**config.mk**
```make
export PLATFORM = sky130hd
export DESIGN_NAME = mult_div_unit
export DESIGN_NICKNAME = d
export VERILOG_FILES = /design/src/rtl/md_pkg.sv /design/src/rtl/md_iter_datapath.sv /design/src/rtl/mult_div_unit.sv
export SDC_FILE = /design/constraint.sdc
export NUM_CORES = 1
export LEC_CHECK = 0
export CORE_UTILIZATION = 25
export CTS_CLUSTER_DIAMETER = 150
export DETAILED_ROUTE_END_ITERATION = 10
export SETUP_SLACK_MARGIN = 0.05
export SLEW_MARGIN = 20
export SYNTH_ARGS = -nofsm -noshare
export SYNTH_HDL_FRONTEND = slang
export SYNTH_SLANG_ARGS = --single-unit
```
**constraint.sdc**
```tcl
create_clock -name clk -period 9.1 [get_ports clk]
set_clock_uncertainty 0.05 [all_clocks]
set_input_delay 1.82 -clock clk [delete_from_list [all_inputs] [get_ports clk]]
set_output_delay 1.82 -clock clk [all_outputs]
set_load 0.005 [all_outputs]
```
**src/rtl/md_pkg.sv**
```systemverilog
// Shared encodings for the iterative multiply/divide unit.
package md_pkg;

   typedef enum logic [2:0] {
      MD_MULT  = 3'd0,
      MD_MULTU = 3'd1,
      MD_DIV   = 3'd2,
      MD_DIVU  = 3'd3,
      MD_MTHI  = 3'd4,
      MD_MTLO  = 3'd5
   } md_op_e;

   typedef enum logic [1:0] {
      IDLE = 2'd0,
      MUL  = 2'd1,
      DIV  = 2'd2,
      FIX  = 2'd3
   } md_state_e;

   localparam logic [4:0] ITER_LAST = 5'd31;

endpackage

```
**src/rtl/md_iter_datapath.sv**
```systemverilog
// Sign-agnostic shift-add multiplier / restoring divider, one bit per step.
// acc holds {product} for multiply and {remainder, quotient} for divide.
module md_iter_datapath #(
   parameter int WIDTH = 32
) (
   input  logic               clk_i,
   input  logic               rst_n_i,
   input  logic               load_i,
   input  logic               step_mul_i,
   input  logic               step_div_i,
   input  logic [WIDTH-1:0]   a_i,
   input  logic [WIDTH-1:0]   b_i,
   output logic [2*WIDTH-1:0] acc_o
);

   logic [2*WIDTH-1:0] acc_q, acc_d;
   logic [WIDTH-1:0]   opnd_q, opnd_d;
   logic [WIDTH:0]     mul_sum;
   logic [WIDTH:0]     rem_sh;
   logic [WIDTH:0]     rem_diff;

   assign mul_sum  = {1'b0, acc_q[2*WIDTH-1:WIDTH]} + {1'b0, opnd_q};
   // partial remainder never exceeds WIDTH bits, so bit WIDTH of the diff is the borrow
   assign rem_sh   = {acc_q[2*WIDTH-1:WIDTH], acc_q[WIDTH-1]};
   assign rem_diff = rem_sh - {1'b0, opnd_q};

   always_comb begin
      acc_d  = acc_q;
      opnd_d = opnd_q;
      if (load_i) begin
         acc_d  = {{WIDTH{1'b0}}, a_i};
         opnd_d = b_i;
      end else if (step_mul_i) begin
         if (acc_q[0]) acc_d = {mul_sum, acc_q[WIDTH-1:1]};
         else          acc_d = {1'b0, acc_q[2*WIDTH-1:1]};
      end else if (step_div_i) begin
         if (rem_diff[WIDTH]) acc_d = {rem_sh[WIDTH-1:0], acc_q[WIDTH-2:0], 1'b0};
         else                 acc_d = {rem_diff[WIDTH-1:0], acc_q[WIDTH-2:0], 1'b1};
      end
   end

   always_ff @(posedge clk_i or negedge rst_n_i) begin
      if (!rst_n_i) begin
         acc_q  <= '0;
         opnd_q <= '0;
      end else begin
         acc_q  <= acc_d;
         opnd_q <= opnd_d;
      end
   end

   assign acc_o = acc_q;

endmodule

```
**src/rtl/mult_div_unit.sv**
```systemverilog
// HI/LO multiply/divide unit: 33-cycle MULT/MULTU/DIV/DIVU under start/busy,
// single-cycle MTHI/MTLO. Magnitudes iterate in the datapath; signs are fixed in FIX.
//
// state | meaning
// IDLE  | accepts start; MTHI/MTLO write here
// MUL   | 32 shift-add steps
// DIV   | 32 restoring-divide steps
// FIX   | sign correction, hi/lo written
module mult_div_unit
   import md_pkg::*;
#(
   parameter int WIDTH = 32
) (
   input  logic             clk,
   input  logic             resetN,
   input  logic             start,
   input  logic [2:0]       mdOp,
   input  logic [WIDTH-1:0] srcA,
   input  logic [WIDTH-1:0] srcB,
   output logic             busy,
   output logic [WIDTH-1:0] hi,
   output logic [WIDTH-1:0] lo
);

   md_state_e          state_q, state_d;
   logic [4:0]         cnt_q, cnt_d;
   logic               res_neg_q, res_neg_d;
   logic               rem_neg_q, rem_neg_d;
   logic               is_div_q, is_div_d;
   logic [WIDTH-1:0]   hi_q, hi_d;
   logic [WIDTH-1:0]   lo_q, lo_d;

   logic               load, step_mul, step_div;
   logic               signed_op, a_neg, b_neg, b_zero;
   logic [WIDTH-1:0]   a_mag, b_mag;
   logic [2*WIDTH-1:0] acc;
   logic [WIDTH-1:0]   quo, rem;

   assign signed_op = (mdOp == MD_MULT) || (mdOp == MD_DIV);
   assign a_neg     = signed_op & srcA[WIDTH-1];
   assign b_neg     = signed_op & srcB[WIDTH-1];
   assign b_zero    = (srcB == '0);
   assign a_mag     = a_neg ? -srcA : srcA;
   assign b_mag     = b_neg ? -srcB : srcB;
   assign quo       = acc[WIDTH-1:0];
   assign rem       = acc[2*WIDTH-1:WIDTH];

   md_iter_datapath #(.WIDTH(WIDTH)) u_dp (
      .clk_i      (clk),
      .rst_n_i    (resetN),
      .load_i     (load),
      .step_mul_i (step_mul),
      .step_div_i (step_div),
      .a_i        (a_mag),
      .b_i        (b_mag),
      .acc_o      (acc)
   );

   always_comb begin
      state_d   = state_q;
      cnt_d     = cnt_q;
      res_neg_d = res_neg_q;
      rem_neg_d = rem_neg_q;
      is_div_d  = is_div_q;
      hi_d      = hi_q;
      lo_d      = lo_q;
      load      = 1'b0;
      step_mul  = 1'b0;
      step_div  = 1'b0;
      unique case (state_q)
         IDLE: begin
            if (start) begin
               unique case (mdOp)
                  MD_MULT, MD_MULTU: begin
                     load      = 1'b1;
                     cnt_d     = '0;
                     res_neg_d = a_neg ^ b_neg;
                     rem_neg_d = 1'b0;
                     is_div_d  = 1'b0;
                     state_d   = MUL;
                  end
                  MD_DIV, MD_DIVU: begin
                     load      = 1'b1;
                     cnt_d     = '0;
                     // divide by zero keeps the all-ones quotient unnegated; remainder
                     // then restores to the raw dividend via the dividend sign
                     res_neg_d = (a_neg ^ b_neg) & ~b_zero;
                     rem_neg_d = a_neg;
                     is_div_d  = 1'b1;
                     state_d   = DIV;
                  end
                  MD_MTHI: hi_d = srcA;
                  MD_MTLO: lo_d = srcA;
                  default: ;
               endcase
            end
         end
         MUL: begin
            step_mul = 1'b1;
            cnt_d    = cnt_q + 5'd1;
            if (cnt_q == ITER_LAST) state_d = FIX;
         end
         DIV: begin
            step_div = 1'b1;
            cnt_d    = cnt_q + 5'd1;
            if (cnt_q == ITER_LAST) state_d = FIX;
         end
         FIX: begin
            state_d = IDLE;
            if (is_div_q) begin
               lo_d = res_neg_q ? -quo : quo;
               hi_d = rem_neg_q ? -rem : rem;
            end else begin
               {hi_d, lo_d} = res_neg_q ? -acc : acc;
            end
         end
         default: state_d = IDLE;
      endcase
   end

   always_ff @(posedge clk or negedge resetN) begin
      if (!resetN) begin
         state_q   <= IDLE;
         cnt_q     <= '0;
         res_neg_q <= 1'b0;
         rem_neg_q <= 1'b0;
         is_div_q  <= 1'b0;
         hi_q      <= '0;
         lo_q      <= '0;
      end else begin
         state_q   <= state_d;
         cnt_q     <= cnt_d;
         res_neg_q <= res_neg_d;
         rem_neg_q <= rem_neg_d;
         is_div_q  <= is_div_d;
         hi_q      <= hi_d;
         lo_q      <= lo_d;
      end
   end

   assign busy = (state_q != IDLE);
   assign hi   = hi_q;
   assign lo   = lo_q;

endmodule

```
# Yosys cells after proc, flatten, opt, wreduce, memory -nomap -nowiden
# Cells that the tools add are included.
[totals]
register_bits = 170
in_bits = 70
out_inout_bits = 65
elab_cells = 88
[op_classes]
add_sub_neg = 8
n_eq_ne = 15
muxes = 33
n_bitwise = 5
n_reduce_logical = 18
[ops]
columns = ["operator", "n"]
rows = [
  ["2-to-1 mux 64 bit", 6],
  ["2-to-1 mux 32 bit", 10],
  ["negator 32 bit", 4],
  ["one-hot mux 32 bit (2 select lines)", 2],
  ["negator 64 bit", 1],
  ["adder 32 x 32 -> 33 bit", 1],
  ["subtractor 33 x 32 -> 33 bit", 1],
  ["zero test 32 bit", 1],
  ["AND reduction 3 bit", 5],
  ["2-to-1 mux 5 bit", 2],
  ["one-hot mux 5 bit (2 select lines)", 1],
  ["nonzero test 2 bit", 4],
  ["== test 3 x 2 -> 1 bit, second input constant", 2],
  ["== test 3 bit, second input constant", 2],
  ["!= test 2 x 1 -> 1 bit, second input constant", 3],
  ["one-hot mux 1 bit (2 select lines)", 3],
  ["one-hot mux 2 bit (3 select lines)", 1],
  ["OR reduction 2 bit", 3],
  ["adder 5 x 1 -> 5 bit, second input constant", 1],
  ["== test 5 bit, second input constant", 1],
  ["2-to-1 mux 1 bit", 5],
  ["== test 2 bit, second input constant", 2],
  ["2-to-1 mux 2 bit", 2],
  ["!= test 2 bit, second input constant", 2],
  ["other kinds (12)", 14],
]

# Logic depth before layout (Yosys ltp)
[depth]
word_depth = 6
depth_mapped = 14
ltp_nobuf = 13

# Cells and area by module
# Synthesis repeated with hierarchy kept, for this count alone.
[unflattened]
cells_unflattened = 1926
area_unflattened_um2 = 14991.9
[by_module_without_submodules]
columns = ["module", "instances", "cells_per_inst", "area_per_inst_um2", "seq_area_each_um2"]
rows = [
  ["md_iter_datapath", 1, 1123, 8632.0, 2402.3],
  ["mult_div_unit", 1, 803, 6359.8, 1851.8],
]

# Worst setup path after synthesis
# Ideal clock, no wire load.
[synth_timing]
path_type = "in2reg"
startpoint = "in srcB[4]"
endpoint = "reg u_dp.opnd_q[27]"
t_arrival_ns = 3.879
t_required_ns = 8.915
setup_slack_ns = 5.037
path_stages = 9
cell_sequence = "nor4_1 -> nand2_1 -> nor4_1 -> and2_1 -> nand2_1 -> or4_1 -> o41ai_1 -> xor2_1 -> o21ai_0"
[synth_between]
elab_chain_cells = 2
[synth_rtl]
columns = ["element", "line", "text"]
rows = [
  ["from (decl)", "mult_div_unit.sv:19", "input logic [WIDTH-1:0] srcB,"],
  ["negator 32 bit", "mult_div_unit.sv:44", "assign b_mag = b_neg ? -srcB : srcB;"],
  ["2-to-1 mux 32 bit", "mult_div_unit.sv:44", ""],
  ["to (signal assigned)", "md_iter_datapath.sv:48", "opnd_q <= opnd_d;"],
  ["to (decl)", "md_iter_datapath.sv:17", "logic [WIDTH-1:0] opnd_q, opnd_d;"],
]
# Every way passes these cells.
# A chain may end at the register's enable or synchronous reset.

# Worst setup path in the final report
[layout_timing]
startpoint = "in mdOp[2]"
endpoint = "reg u_dp.acc_q[63] (netlist: u_dp.acc_o[63])"
[layout_between]
elab_chain_cells = 6
elab_cells_between_ends = 10
classes_between = "eq/ne (3); mux (4); reduce/logical (3)"
[layout_rtl]
columns = ["element", "line", "text"]
rows = [
  ["from (decl)", "mult_div_unit.sv:17", "input logic [2:0] mdOp,"],
  ["== test 3 x 2 -> 1 bit (tied with other cells)", "mult_div_unit.sv:73", "unique case (mdOp)"],
  ["OR reduction 4 bit (no source line) (*)", "--", ""],
  ["2-to-1 mux 1 bit (*)", "mult_div_unit.sv:73", ""],
  ["2-to-1 mux 1 bit (*)", "mult_div_unit.sv:72", "if (start) begin"],
  ["2-to-1 mux 1 bit (*)", "mult_div_unit.sv:70", "unique case (state_q)"],
  ["nonzero test 3 bit (no source line) / 2-to-1 mux 64 bit (equally long branches)", "--", ""],
  ["to (signal assigned)", "md_iter_datapath.sv:44", "acc_q <= '0;"],
  ["to (signal assigned)", "md_iter_datapath.sv:47", "acc_q <= acc_d;"],
  ["to (decl)", "md_iter_datapath.sv:16", "logic [2*WIDTH-1:0] acc_q, acc_d;"],
]
# Every way passes the cells marked *; elsewhere a longest branch is shown, timed or not.

==> impl_metrics.toml <==
[synthesis]
yosysSeqAreaShare = 0.287
synth_cell_types = 66
synth_cells = 1903
ys_top_cells_by_area = "dfrtp_1 (29%), o21ai_0 (6.3%), ha_1 (6.2%)"
synthFlopType = "dfrtp_1"
ys_warn_count = 0
yosysMostFrequentCell = "nand2_1"
synth_top_area_frac = 0.287
yosys.area.top_type = "dfrtp_1"
synth_area_mm2 = 0.0148
synthTopCellsByCount = "nand2_1 (223), o21ai_0 (186), a21oi_1 (170), dfrtp_1 (170), nor2_1 (157)"
syn_nets = 2049
syn_area_per_cell_um2 = 7.79
postSynth.asyncResetShare = 1.00
synth_edf_count = 0
ys_ff_latch = 170

[pwr]
powerDensity_mw_per_mm2 = 433
ir_worst_vdd_mv = 0.222
power_mw = 7.53
leakagePower_nw = 7.06

[setup_path]
crit_path_end_kind = "flip-flop"
reg2reg_from = "u_dp.acc_o[31]"
rr_worst_depth = 12
arrival_ns = 5.01
path_max_fanout = 73
r2r-end = "u_dp.acc_o[62]"
r2r_slack_ns = 4.52
required_ns = 9.39
cp-start-kind = "primary input"
crit_type = "primary input to flip-flop"

[clock_tree]
cts_hold_buffers = 0
worstSkewPairLatency_ns = 0.48
cts_root_buf = "clkbuf_16"
cts.sink_count = 170
numCtsBuffers = 17
h-tree-depth = 4
postCtsSetupBuffers = 0
cts.path.max_buffers = 2
cts_resized = 0
clkSlewWorstSetupHoldPaths_ns = 0.07
tritoncts = "done"

[sta]
post-route-period-util = 0.518
min_period_ns = 4.71
finalSetupTns_ns = 0
rsz0062_at_grt = "no"
finalHoldViolations = 0
max-slew-margin-rel = 0.259
setup_viol = 0
worst_pin_slew_ns = 1.11
drv_slew = 0
timing.fmax_ghz = 0.212

[placed_design]
numPlacedInstances = 2696
placed_cell_area_mm2 = 0.0168
io_buffers = 134
routabilityCongestion = 0.894
hpwlAfterDp_mm = 38.5

[layout]
fillers = 6210
fin_cells = 2728
final_nets = 2096
num_antenna_cells = 0
final_cell_area_mm2 = 0.0174
utilization = 0.299
areaGrowthSynthToFinish_pct = 17.4
drive_above_1_share = 0.0352

[floorplanning]
die_h_um = 246
rows = 88
core_area_mm2 = 0.0581
initial_core_util = 0.255
die_width_um = 246
ios = 135
die-area_mm2 = 0.0603

[route]
drt_iter0_markers = 1330
dr.pass1.iters = 5
viasPerCell = 5.26
routed_wl_mm = 50.9
vias = 14300
drc_errors = 0
wl_per_cell_um = 18.6
drtAntennaViolNets = 0

[grt]
grt_usage = 0.167
grt_pass1_wl_mm = 78.9
grt_pass1_vias = 13300
grt_remaining_overflow = 0
antenna_found_initial = 0
grt_max_degree = 101

[hold_path]
whs_path_depth = 1
hold_start = "hi[26]"
min_to = "hi[26]"
hold_class = "flip-flop to flip-flop"

[flow_run]
cap_violations = 0

[outcome]
status = "complete, no violations"
==> layout by cell type (no fill, tap or decap), types with 20 or more instances in the layout <==
cell / synthesis / final
o31ai_1: 30 / 30
xnor2_1: 79 / 79
o21ai_0: 186 / 186
nor3_1: 42 / 42
inv_1: 74 / 74
nand2_1: 223 / 223
a211oi_1: 56 / 56
nand3_1: 23 / 22
nor2_1: 157 / 155
ha_1: 74 / 71
a31oi_1: 26 / 26
o22ai_1: 21 / 20
dfrtp_1: 170 / 170
xor2_1: 88 / 88
a21o_1: 45 / 45
a21oi_1: 170 / 169
clkdlybuf4s50_1: 0 / 133
mux2i_1: 87 / 87
==> metrics by stage <==
stage,hold slack (ns),setup slack (ns)
finish,0.429,4.39
CTS,0.436,4.38
global placement,0.413,3.97
global route,0.451,4.08
detailed placement,0.419,3.87
floorplan,0.423,5.04
==> final cells by class <==
cell class / instances / area (um2) / area share
Multi-Input combinational cell: 1540 / 9880 / 0.568
Sequential cell: 170 / 4250 / 0.244
Timing Repair Buffer: 145 / 1430 / 0.0819
Tap cell: 765 / 957 / 0.0550
Clock buffer: 18 / 439 / 0.0252
Inverter: 76 / 285 / 0.0164
Clock inverter: 14 / 160 / 0.00920
==> sequential cells by signal, indices dropped and copies added (netlist names) <==
register and count:
cnt_q 5, hi 32, is_div_q 1, lo 32
rem_neg_q 1, res_neg_q 1, state_q 2, u_dp.acc_o 64
u_dp.opnd_q 32
==> how the worst max path moves through the flow <==
stage / from / endpoint / slack (ns) / depth (start not counted)
6_report: mdOp[2] / u_dp.acc_o[63] / 4.39 / 7
5_1_grt: mdOp[2] / u_dp.acc_o[63] / 4.08 / 7
4_1_cts: mdOp[2] / u_dp.acc_o[63] / 4.38 / 7
3_5_place_dp: mdOp[2] / u_dp.acc_o[63] / 3.87 / 7
3_3_place_gp: mdOp[2] / u_dp.acc_o[63] / 3.97 / 7
2_1_floorplan: srcB[4] / u_dp.opnd_q[27] / 5.04 / 9
==> where the power goes <==
group          internal (mW)  switching (mW)
clock network          0.377           0.378
logic                   2.15            2.91
registers               1.13           0.587
==> critical path, stage by stage <==
cell and delay [ns]:
clkdlybuf4s50_1 0.70, or2_2 0.18, buf_4 0.52, nand2_1 0.38, nor2_1 0.79, a21boi_0 0.19, a2111oi_0 0.40
==> layer usage <==
layer / GRT usage / vias up / routed length (um)
li1: - / 6947 / -
met1: 0.242 / 6866 / 24500
met2: 0.258 / 478 / 22500
met3: 0.0260 / 46 / 3200
met4: 0.0345 / 0 / 632
met5: 0 / - / 0
==> logic make-up after synthesis <==
kind of cell,Yosys count,share of synthesized area
mux,91,0.0618
flops,170,0.287
buf+inv,193,0.0497
compound gates,639,0.264
xor+xnor,167,0.0987
fa+ha+maj,76,0.0652
simple gates,567,0.173
No activity file was read; power rests on OpenSTA's default activity.
